`config.mk`:
```
export PLATFORM = sky130hd
export DESIGN_NAME = fetch_unit
export DESIGN_NICKNAME = d
export VERILOG_FILES = /design/src/rtl/riscv_pkg.sv /design/src/rtl/imm_gen.sv /design/src/rtl/fetch_unit.sv
export SDC_FILE = /design/constraint.sdc
export NUM_CORES = 1
export LEC_CHECK = 0
export ABC_AREA = 1
export BUFFER_PORTS_ARGS = -buffer_cell sky130_fd_sc_hd__buf_2
export CAP_MARGIN = 20
export CORE_ASPECT_RATIO = 0.9
export CORE_MARGIN = 2
export CORE_UTILIZATION = 50
export DETAILED_ROUTE_END_ITERATION = 12
export GPL_TIMING_DRIVEN = 1
export MAX_ROUTING_LAYER = met4
export PLACE_DENSITY_LB_ADDON = 0.15
export SYNTH_ARGS = -nofsm -noshare
export SYNTH_HDL_FRONTEND = slang
export SYNTH_SLANG_ARGS = --single-unit
```
`constraint.sdc`:
```
create_clock -name clock -period 3.3 [get_ports clock]
set_input_delay 0.33 -clock clock [delete_from_list [all_inputs] [get_ports clock]]
set_output_delay 0.33 -clock clock [all_outputs]
set_load 0.005 [all_outputs]
```
`src/rtl/riscv_pkg.sv`:
```
// riscv_pkg: shared opcode constants, fetch FSM state encoding and default datapath width
package riscv_pkg;
  localparam int XLEN = 32;
  localparam logic [6:0] OP_LOAD   = 7'b0000011;
  localparam logic [6:0] OP_IMM    = 7'b0010011;
  localparam logic [6:0] OP_STORE  = 7'b0100011;
  localparam logic [6:0] OP_R      = 7'b0110011;
  localparam logic [6:0] OP_BRANCH = 7'b1100011;
  typedef enum logic [1:0] {IDLE, REQ, VALID, ERR} fetchState_e;
endpackage

```
`src/rtl/imm_gen.sv`:
```
// imm_gen: combinational sign-extended immediate for I (load/op-imm), S and B formats; 0 otherwise
//   instr : instruction word (XLEN)   imm : sign-extended immediate (XLEN)
module imm_gen
  import riscv_pkg::*;
#(
  parameter int XLEN = 32
) (
  input  logic [XLEN-1:0] instr,
  output logic [XLEN-1:0] imm
);
  logic [6:0] op;
  assign op = instr[6:0];
  always_comb
    imm = (op == OP_LOAD || op == OP_IMM) ? {{(XLEN-12){instr[31]}}, instr[31:20]} :
          (op == OP_STORE)  ? {{(XLEN-12){instr[31]}}, instr[31:25], instr[11:7]} :
          (op == OP_BRANCH) ? {{(XLEN-13){instr[31]}}, instr[31], instr[7], instr[30:25], instr[11:8], 1'b0} :
          '0;
endmodule

```
`src/rtl/fetch_unit.sv`:
```
// fetch_unit: single-outstanding instruction fetch with instruction register, stall/branch redirect and field decode
//   clock, reset           : rising-edge clock, synchronous active-high reset
//   imem_req/addr/ack/rdata: instruction memory handshake (address = fetch_pc while requesting)
//   stall, branch_taken, branch_offset : downstream hold and pc-relative redirect of the held instruction
//   instr_valid, instr, pc : held instruction and its address
//   opcode..funct7, imm    : fields and immediate decoded from the held instruction
//   err                    : misaligned redirect (only when built with PC_ALIGN_CHECK_EN, else tied 0)
module fetch_unit
  import riscv_pkg::*;
#(
  parameter int XLEN = 32,
  parameter logic [XLEN-1:0] RESET_PC = '0
) (
  input  logic            clock,
  input  logic            reset,
  output logic            imem_req,
  output logic [XLEN-1:0] imem_addr,
  input  logic            imem_ack,
  input  logic [XLEN-1:0] imem_rdata,
  input  logic            stall,
  input  logic            branch_taken,
  input  logic [XLEN-1:0] branch_offset,
  output logic            instr_valid,
  output logic [XLEN-1:0] instr,
  output logic [XLEN-1:0] pc,
  output logic [6:0]      opcode,
  output logic [4:0]      rd,
  output logic [4:0]      rs1,
  output logic [4:0]      rs2,
  output logic [2:0]      funct3,
  output logic [6:0]      funct7,
  output logic [XLEN-1:0] imm,
  output logic            err
);
  fetchState_e state;
  logic [XLEN-1:0] fetchPc;
  logic [XLEN-1:0] target;
  assign target = branch_taken ? pc + branch_offset : pc + XLEN'(4);
  assign imem_addr = fetchPc;
  assign opcode = instr[6:0];
  assign rd = instr[11:7];
  assign funct3 = instr[14:12];
  assign rs1 = instr[19:15];
  assign rs2 = instr[24:20];
  assign funct7 = instr[31:25];
  imm_gen #(.XLEN(XLEN)) immGen (.instr(instr), .imm(imm));
`ifndef PC_ALIGN_CHECK_EN
  assign err = 1'b0;
`endif
  always_ff @(posedge clock)
    if (reset) begin
      state <= IDLE;
      fetchPc <= RESET_PC;
      pc <= '0;
      instr <= '0;
      imem_req <= 1'b0;
      instr_valid <= 1'b0;
`ifdef PC_ALIGN_CHECK_EN
      err <= 1'b0;
`endif
    end else
      case (state)
        IDLE: begin
          state <= REQ;
          imem_req <= 1'b1;
        end
        REQ:
          if (imem_ack) begin
            instr <= imem_rdata;
            pc <= fetchPc;
            state <= VALID;
            imem_req <= 1'b0;
            instr_valid <= 1'b1;
          end
        VALID:
          if (!stall) begin
            instr_valid <= 1'b0;
`ifdef PC_ALIGN_CHECK_EN
            if (target[1:0] != 2'b00) begin
              state <= ERR;
              err <= 1'b1;
            end else
`endif
            begin
              fetchPc <= target & ~XLEN'(3);
              state <= REQ;
              imem_req <= 1'b1;
            end
          end
        default: ;
      endcase
endmodule

```
; Word-level counts from Yosys, hierarchy flattened
; Cells that the tools add are included.
[totals]
word_cells = 38
inputBits = 69
out_inout_bits = 163
ff_bits = 96
[classes]
n_bitwise = 1
reduce_logical = 8
eq_ne = 8
muxes = 13
n_addsub = 2
[op_table]
columns = op, count
row1 = $mux W32, 4
row2 = $add A32 B3 Y32 const B, 1
row3 = $add A32 B32 Y32, 1
row4 = $eq A7 B2 Y1 const B, 1
row5 = $eq A7 B5 Y1 const B, 1
row6 = $eq A7 B6 Y1 const B, 1
row7 = $eq A7 B7 Y1 const B, 1
row8 = $pmux W2 S3, 1
row9 = $reduce_and A3 Y1, 2
row10 = $mux W1, 4
row11 = $mux W2, 2
row12 = $ne A2 B2 Y1 const B, 2
row13 = $reduce_and A2 Y1, 2
row14 = $pmux W1 S3, 1
row15 = $reduce_bool A3 Y1, 1
row16 = $eq A2 B1 Y1 const B, 1
row17 = $eq A2 B2 Y1 const B, 1
row18 = $logic_not A2 Y1, 1
row19 = $pmux W1 S2, 1
row20 = $reduce_bool A2 Y1, 1
row21 = $logic_or A1 B1 Y1, 1
row22 = $not A1 Y1, 1

; Depth between registers and ports, before layout
[depth]
depth_word = 4
mapped_depth = 17
mapped_depth_nobuf = 16

; Modules after synthesis
; Synthesis repeated with hierarchy kept, for this count alone.
[unflattened]
cells_unflattened = 1039
hier_area_um2 = 6541.3
[modules_own_cells]
columns = module, cells_per_inst, seq_area_each_um2, area_each_um2, n_inst
row1 = fetch_unit, 971, 1901.8, 6088.3, 1
row2 = imm_gen, 68, 0.0, 452.9, 1

; Worst setup path before layout
; No wires, ideal clock.
[synth_timing]
path_kind = in2reg
start = input port branch_taken
end = register fetchPc[22] (netlist: imem_addr[22])
setup_ps = 109
n_path_buf = 2
required_ps = 3191
setup_slack_ps = 1147
t_arrival_ps = 2044
stages = 15
path_cell_list = clkbuf_1 buf_1 nand2_1 inv_1 ha_1 nand2_1 inv_1 a21oi_1 nand3_2 nand2_1 nand2_1 nand2_1 nand3_1 nand2_1 inv_1
[synth_via]
elab_chain_len = 1
[synth_rtl]
columns = element, line
row1 = from (decl), fetch_unit.sv:21  ; input logic branch_taken,
row2 = $mux W32, fetch_unit.sv:38  ; assign target = branch_taken ? pc + branch_offset : pc + XLEN'(4);
row3 = to (signal assigned), fetch_unit.sv:85  ; fetchPc <= target & ~XLEN'(3);
row4 = to (decl), fetch_unit.sv:36  ; logic [XLEN-1:0] fetchPc;
; No other way between the ends.
; A chain may end at the register's enable or synchronous reset.

; Final worst setup path
[layout_timing]
start = register instr[2]
end = output port imm[30]
[layout_via]
elab_chain_len = 4
elab_cells_between_ends = 8
cone_classes = eq/ne: 4 / mux: 3 / reduce/logical: 1
[layout_rtl]
columns = element, line
row1 = from (decl), fetch_unit.sv:24  ; output logic [XLEN-1:0] instr,
row2 = from (signal assigned), fetch_unit.sv:69  ; instr <= imem_rdata;
row3 = $eq A7 B7 Y1, imm_gen.sv:16  ; (op == OP_BRANCH) ? {{(XLEN-13){instr[31]}}, instr[31], instr[7], instr[30:25], instr[11:8], 1'b0} :
row4 = $mux W32, imm_gen.sv:16
row5 = $mux W32, imm_gen.sv:15  ; (op == OP_STORE) ? {{(XLEN-12){instr[31]}}, instr[31:25], instr[11:7]} :
row6 = $mux W32 *, imm_gen.sv:14  ; imm = (op == OP_LOAD || op == OP_IMM) ? {{(XLEN-12){instr[31]}}, instr[31:20]} :
row7 = to (decl), fetch_unit.sv:32  ; output logic [XLEN-1:0] imm,
; Every way passes the cells marked *; elsewhere a longest branch is shown, timed or not.

==> metrics.md <==
| Metric | Value |
|---|---|
| Result of the run | `complete, no violations` |
| Area after DPL | `7110 µm²` |
| DRT iter0 DRCs | `340` |
| Maximum resistive drop on vdd | `0.481 mV` |
| Power density cells | `401 nW/µm²` |
| GRT overflow | `0` |
| Count of inserted antenna diode cells | `0` |
| Initial antenna violation count | `0` |
| Commonest cells after routing, fill and taps aside | `243 x sky130_fd_sc_hd__nand2_1, 224 x sky130_fd_sc_hd__buf_2, 184 x sky130_fd_sc_hd__inv_1` |
| Wire length of the first global-routing pass | `26,500 µm` |
| Insertion delay of the later-clocked pin in the worst-skew pair | `0.35 ns` |
| CTS tree | `done` |
| Critical path peak fanout | `20` |
| Post-layout worst setup margin | `0.712 ns` |
| Effective utilization at floorplan | `0.516` |
| Number of buffers added by the clock tree synthesis step | `9` |
| Hold path startpoint | `imem_rdata[14]` |
| Clock Pin Slew Worst Setup and Hold Paths | `0.07 ns` |
| Distinct cell type count after synthesis | `35` |
| H-tree levels | `3` |
| Std-Cell Core Area | `12,100 µm²` |
| Design Power | `2.98 mW` |
| Io pins | `232` |
| Maximum number of pins on one net before global-route repair | `51` |
| Fin Clk Skew | `0.00531 ns` |
| RSZ-0062 raised after global routing | `no` |
| Sink Count | `95` |
| Dominant combinational cell family by area after synthesis | `simple AND/OR/NAND/NOR gates` |
| CP endpoint kind | `output pin` |
| Number of enable-type register cells in the synthesized netlist | `0` |
| Post-Synth XOR/XNOR Area | `0.0168` |
| Design area | `7430 µm²` |
| Post-synthesis mux area share | `0` |
| Maximum clock rate | `386 MHz` |
| Final worst path period share | `0.784` |
| Source of the worst register-to-register timing path | `pc[2]` |
| Minimum clock period after layout | `2.59 ns` |
| DRC violations left | `0` |
| Simple-gate share of the synthesized area | `0.275` |
| Post-detailed-route count of antenna-violating nets | `0` |
| Classification of the worst-slack hold path | `input pin to flip-flop` |
| Overall die area | `13,400 µm²` |
| Post-synthesis compound-gate area fraction | `0.144` |
| Input/output buffers | `224` |
| Startpoint kind of the worst setup timing path | `flip-flop` |
| Fin cells | `1,337` |
| Cts hold-fix bufs | `0` |
| Yosys reg bits | `95` |
| Overall routing resource usage | `0.256` |
| Number of standard cells after synthesis | `1,012` |
| Number of nets in the final layout | `1,271` |
| Detailed Route WL | `16,800 µm` |
| Vertical extent of the die | `110 µm` |
| HPWL after DPL | `13,000 µm` |
| CTS Root Buffer Type | `sky130_fd_sc_hd__clkbuf_16` |
| Number of warning messages in the yosys log | `0` |
| Total number of placement rows | `38` |
| Synthesized area divided by synthesized cell count | `6.18 µm²` |
| Lkg Pwr | `4.55 nW` |
| Number of setup buffers added after CTS | `0` |
| Die W | `122 µm` |
| Post-place setup slack | `0.617 ns` |
| Data arrival time of the worst path | `2.26 ns` |
| Max-capacitance violation count | `0` |
| Number of global-route vias before repair | `5,518` |
| Class of the most critical setup path | `flip-flop to output pin` |
| Launch point of the critical path | `instr[2]` |
| Detailed-router iteration count before antenna repair | `5` |
| Post-cts gate resize count | `0` |
| Via/cell ratio | `4.75` |
| Headroom to the max-slew limit | `0.496` |
| DR vias | `6,355` |
| Routability Congestion | `0.946` |
| Total standard cell area after synthesis | `6260 µm²` |
| Number of setup violations in the final report | `0` |
| Part of the Yosys area used for sequential elements | `0.304` |
| Primary FF master, synth | `sky130_fd_sc_hd__dfxtp_1` |
| Share of post-route cells with drive strength above 1 | `0.223` |
| Most common cell after layout, fill and taps aside | `sky130_fd_sc_hd__nand2_1` |
| Average routed wire per standard cell | `12.6 µm` |
| Pins over their slew limit | `0` |
| Signed area change from the synthesized netlist to the final layout | `18.7%` |
| Clock Tree Buf Depth | `2` |
| Adder and majority gate portion of the synthesized area | `0.0612` |
| Worst endpoint required time | `2.97 ns` |
| Slew @ Worst Pin | `0.754 ns` |
| Final Hold Fails | `0` |
| Placed cell count | `1,321` |
| Total negative slack | `0 ns` |
| Async SR Flop Fraction | `0` |
[per-stage QoR]
step | util | hold WS, ns
final | 0.613 | 0.227
after global routing | 0.613 | 0.236
after detailed placement | 0.587 | 0.456
after floorplan | - | 0.456
after global placement | 0.587 | 0.447
after CTS | 0.613 | 0.218
[synthesized netlist by cell type, types with 2 or more instances]
master / n / area (µm²)
sky130_fd_sc_hd__a21o_1: 2 / 15.0
sky130_fd_sc_hd__nor3_1: 2 / 10.0
sky130_fd_sc_hd__nand3b_1: 2 / 15.0
sky130_fd_sc_hd__o21ai_1: 6 / 30.0
sky130_fd_sc_hd__nand2_1: 243 / 912
sky130_fd_sc_hd__buf_2: 9 / 45.0
sky130_fd_sc_hd__clkbuf_1: 20 / 75.1
sky130_fd_sc_hd__nor2_2: 3 / 18.8
sky130_fd_sc_hd__a21oi_1: 80 / 400
sky130_fd_sc_hd__xnor2_1: 2 / 17.5
sky130_fd_sc_hd__nor2_1: 125 / 469
sky130_fd_sc_hd__buf_4: 56 / 420
sky130_fd_sc_hd__buf_1: 2 / 7.51
sky130_fd_sc_hd__nand4_1: 3 / 18.8
sky130_fd_sc_hd__o21ai_0: 80 / 400
sky130_fd_sc_hd__a22o_1: 2 / 17.5
sky130_fd_sc_hd__nand3_2: 2 / 20.0
sky130_fd_sc_hd__dfxtp_1: 95 / 1900
sky130_fd_sc_hd__and2_1: 2 / 12.5
sky130_fd_sc_hd__or2_1: 2 / 12.5
sky130_fd_sc_hd__inv_1: 185 / 694
sky130_fd_sc_hd__ha_1: 29 / 363
sky130_fd_sc_hd__xor2_1: 10 / 87.6
sky130_fd_sc_hd__nand2_2: 3 / 18.8
sky130_fd_sc_hd__nand3_1: 37 / 185
[worst paths after layout]
| path | cells past startpoint | slack [ns] | endpoint |
|---|---|---|---|
| worst max-delay path | 7 | 0.71 | imm[30] |
| worst min-delay path | 3 | 0.23 | instr[14] |
| worst max register to register | 13 | 1.12 | imem_addr[26] |
| worst min register to register | 2 | 0.47 | instr_valid |
[critical path, cell delays in order, from the launching register on]
cell and delay, ns:
sky130_fd_sc_hd__dfxtp_1 0.34, sky130_fd_sc_hd__nor2_1 0.10, sky130_fd_sc_hd__and3_1 0.21, sky130_fd_sc_hd__nand3b_1 0.08
sky130_fd_sc_hd__inv_1 0.17, sky130_fd_sc_hd__nor2_1 0.16, sky130_fd_sc_hd__nor2_1 0.61, sky130_fd_sc_hd__buf_2 0.24
[sequential cells by signal, indices dropped and copies added, names as in the netlist]
| name | cells |
|---|---|
| instr | 32 |
| state | 2 |
| imem_addr | 30 |
| instr_valid | 1 |
| pc | 30 |
[where the power goes]
group	internal (mW)	total [mW]	leakage (nW)	switching [mW]
clock network	0.669	1.13	0.153	0.460
logic	0.233	0.571	3.62	0.338
registers	1.22	1.28	0.777	0.0584
total	2.12	2.98	4.55	0.857
[metal layers]
metal	track usage	vias to the layer above	part of all wire
met4	0.0681	0	0.014
li1	-	3366	-
met3	0.0422	16	0.056
met2	0.395	164	0.44
met1	0.350	2809	0.49
met5	-	-	0
[final cells by class]
class                   instances  area [µm²]
clock buffers                  10         229
fillers                      1228        4690
multi-input cells             648        3130
well taps                     160         200
clock inverters                 6        90.1
repair buffers                232        1180
flip-flops and latches         95        1900
inverters                     186         698
[logic make-up after synthesis]
kind of cell	Yosys count
other	1
flip-flops	95
adder cells (fa/ha/maj)	30
AND/OR/NAND/NOR	427
XOR/XNOR	12
AO/OA/AOI/OAI	174
buffers and inverters	273
No activity file was read; power rests on OpenSTA's default activity.
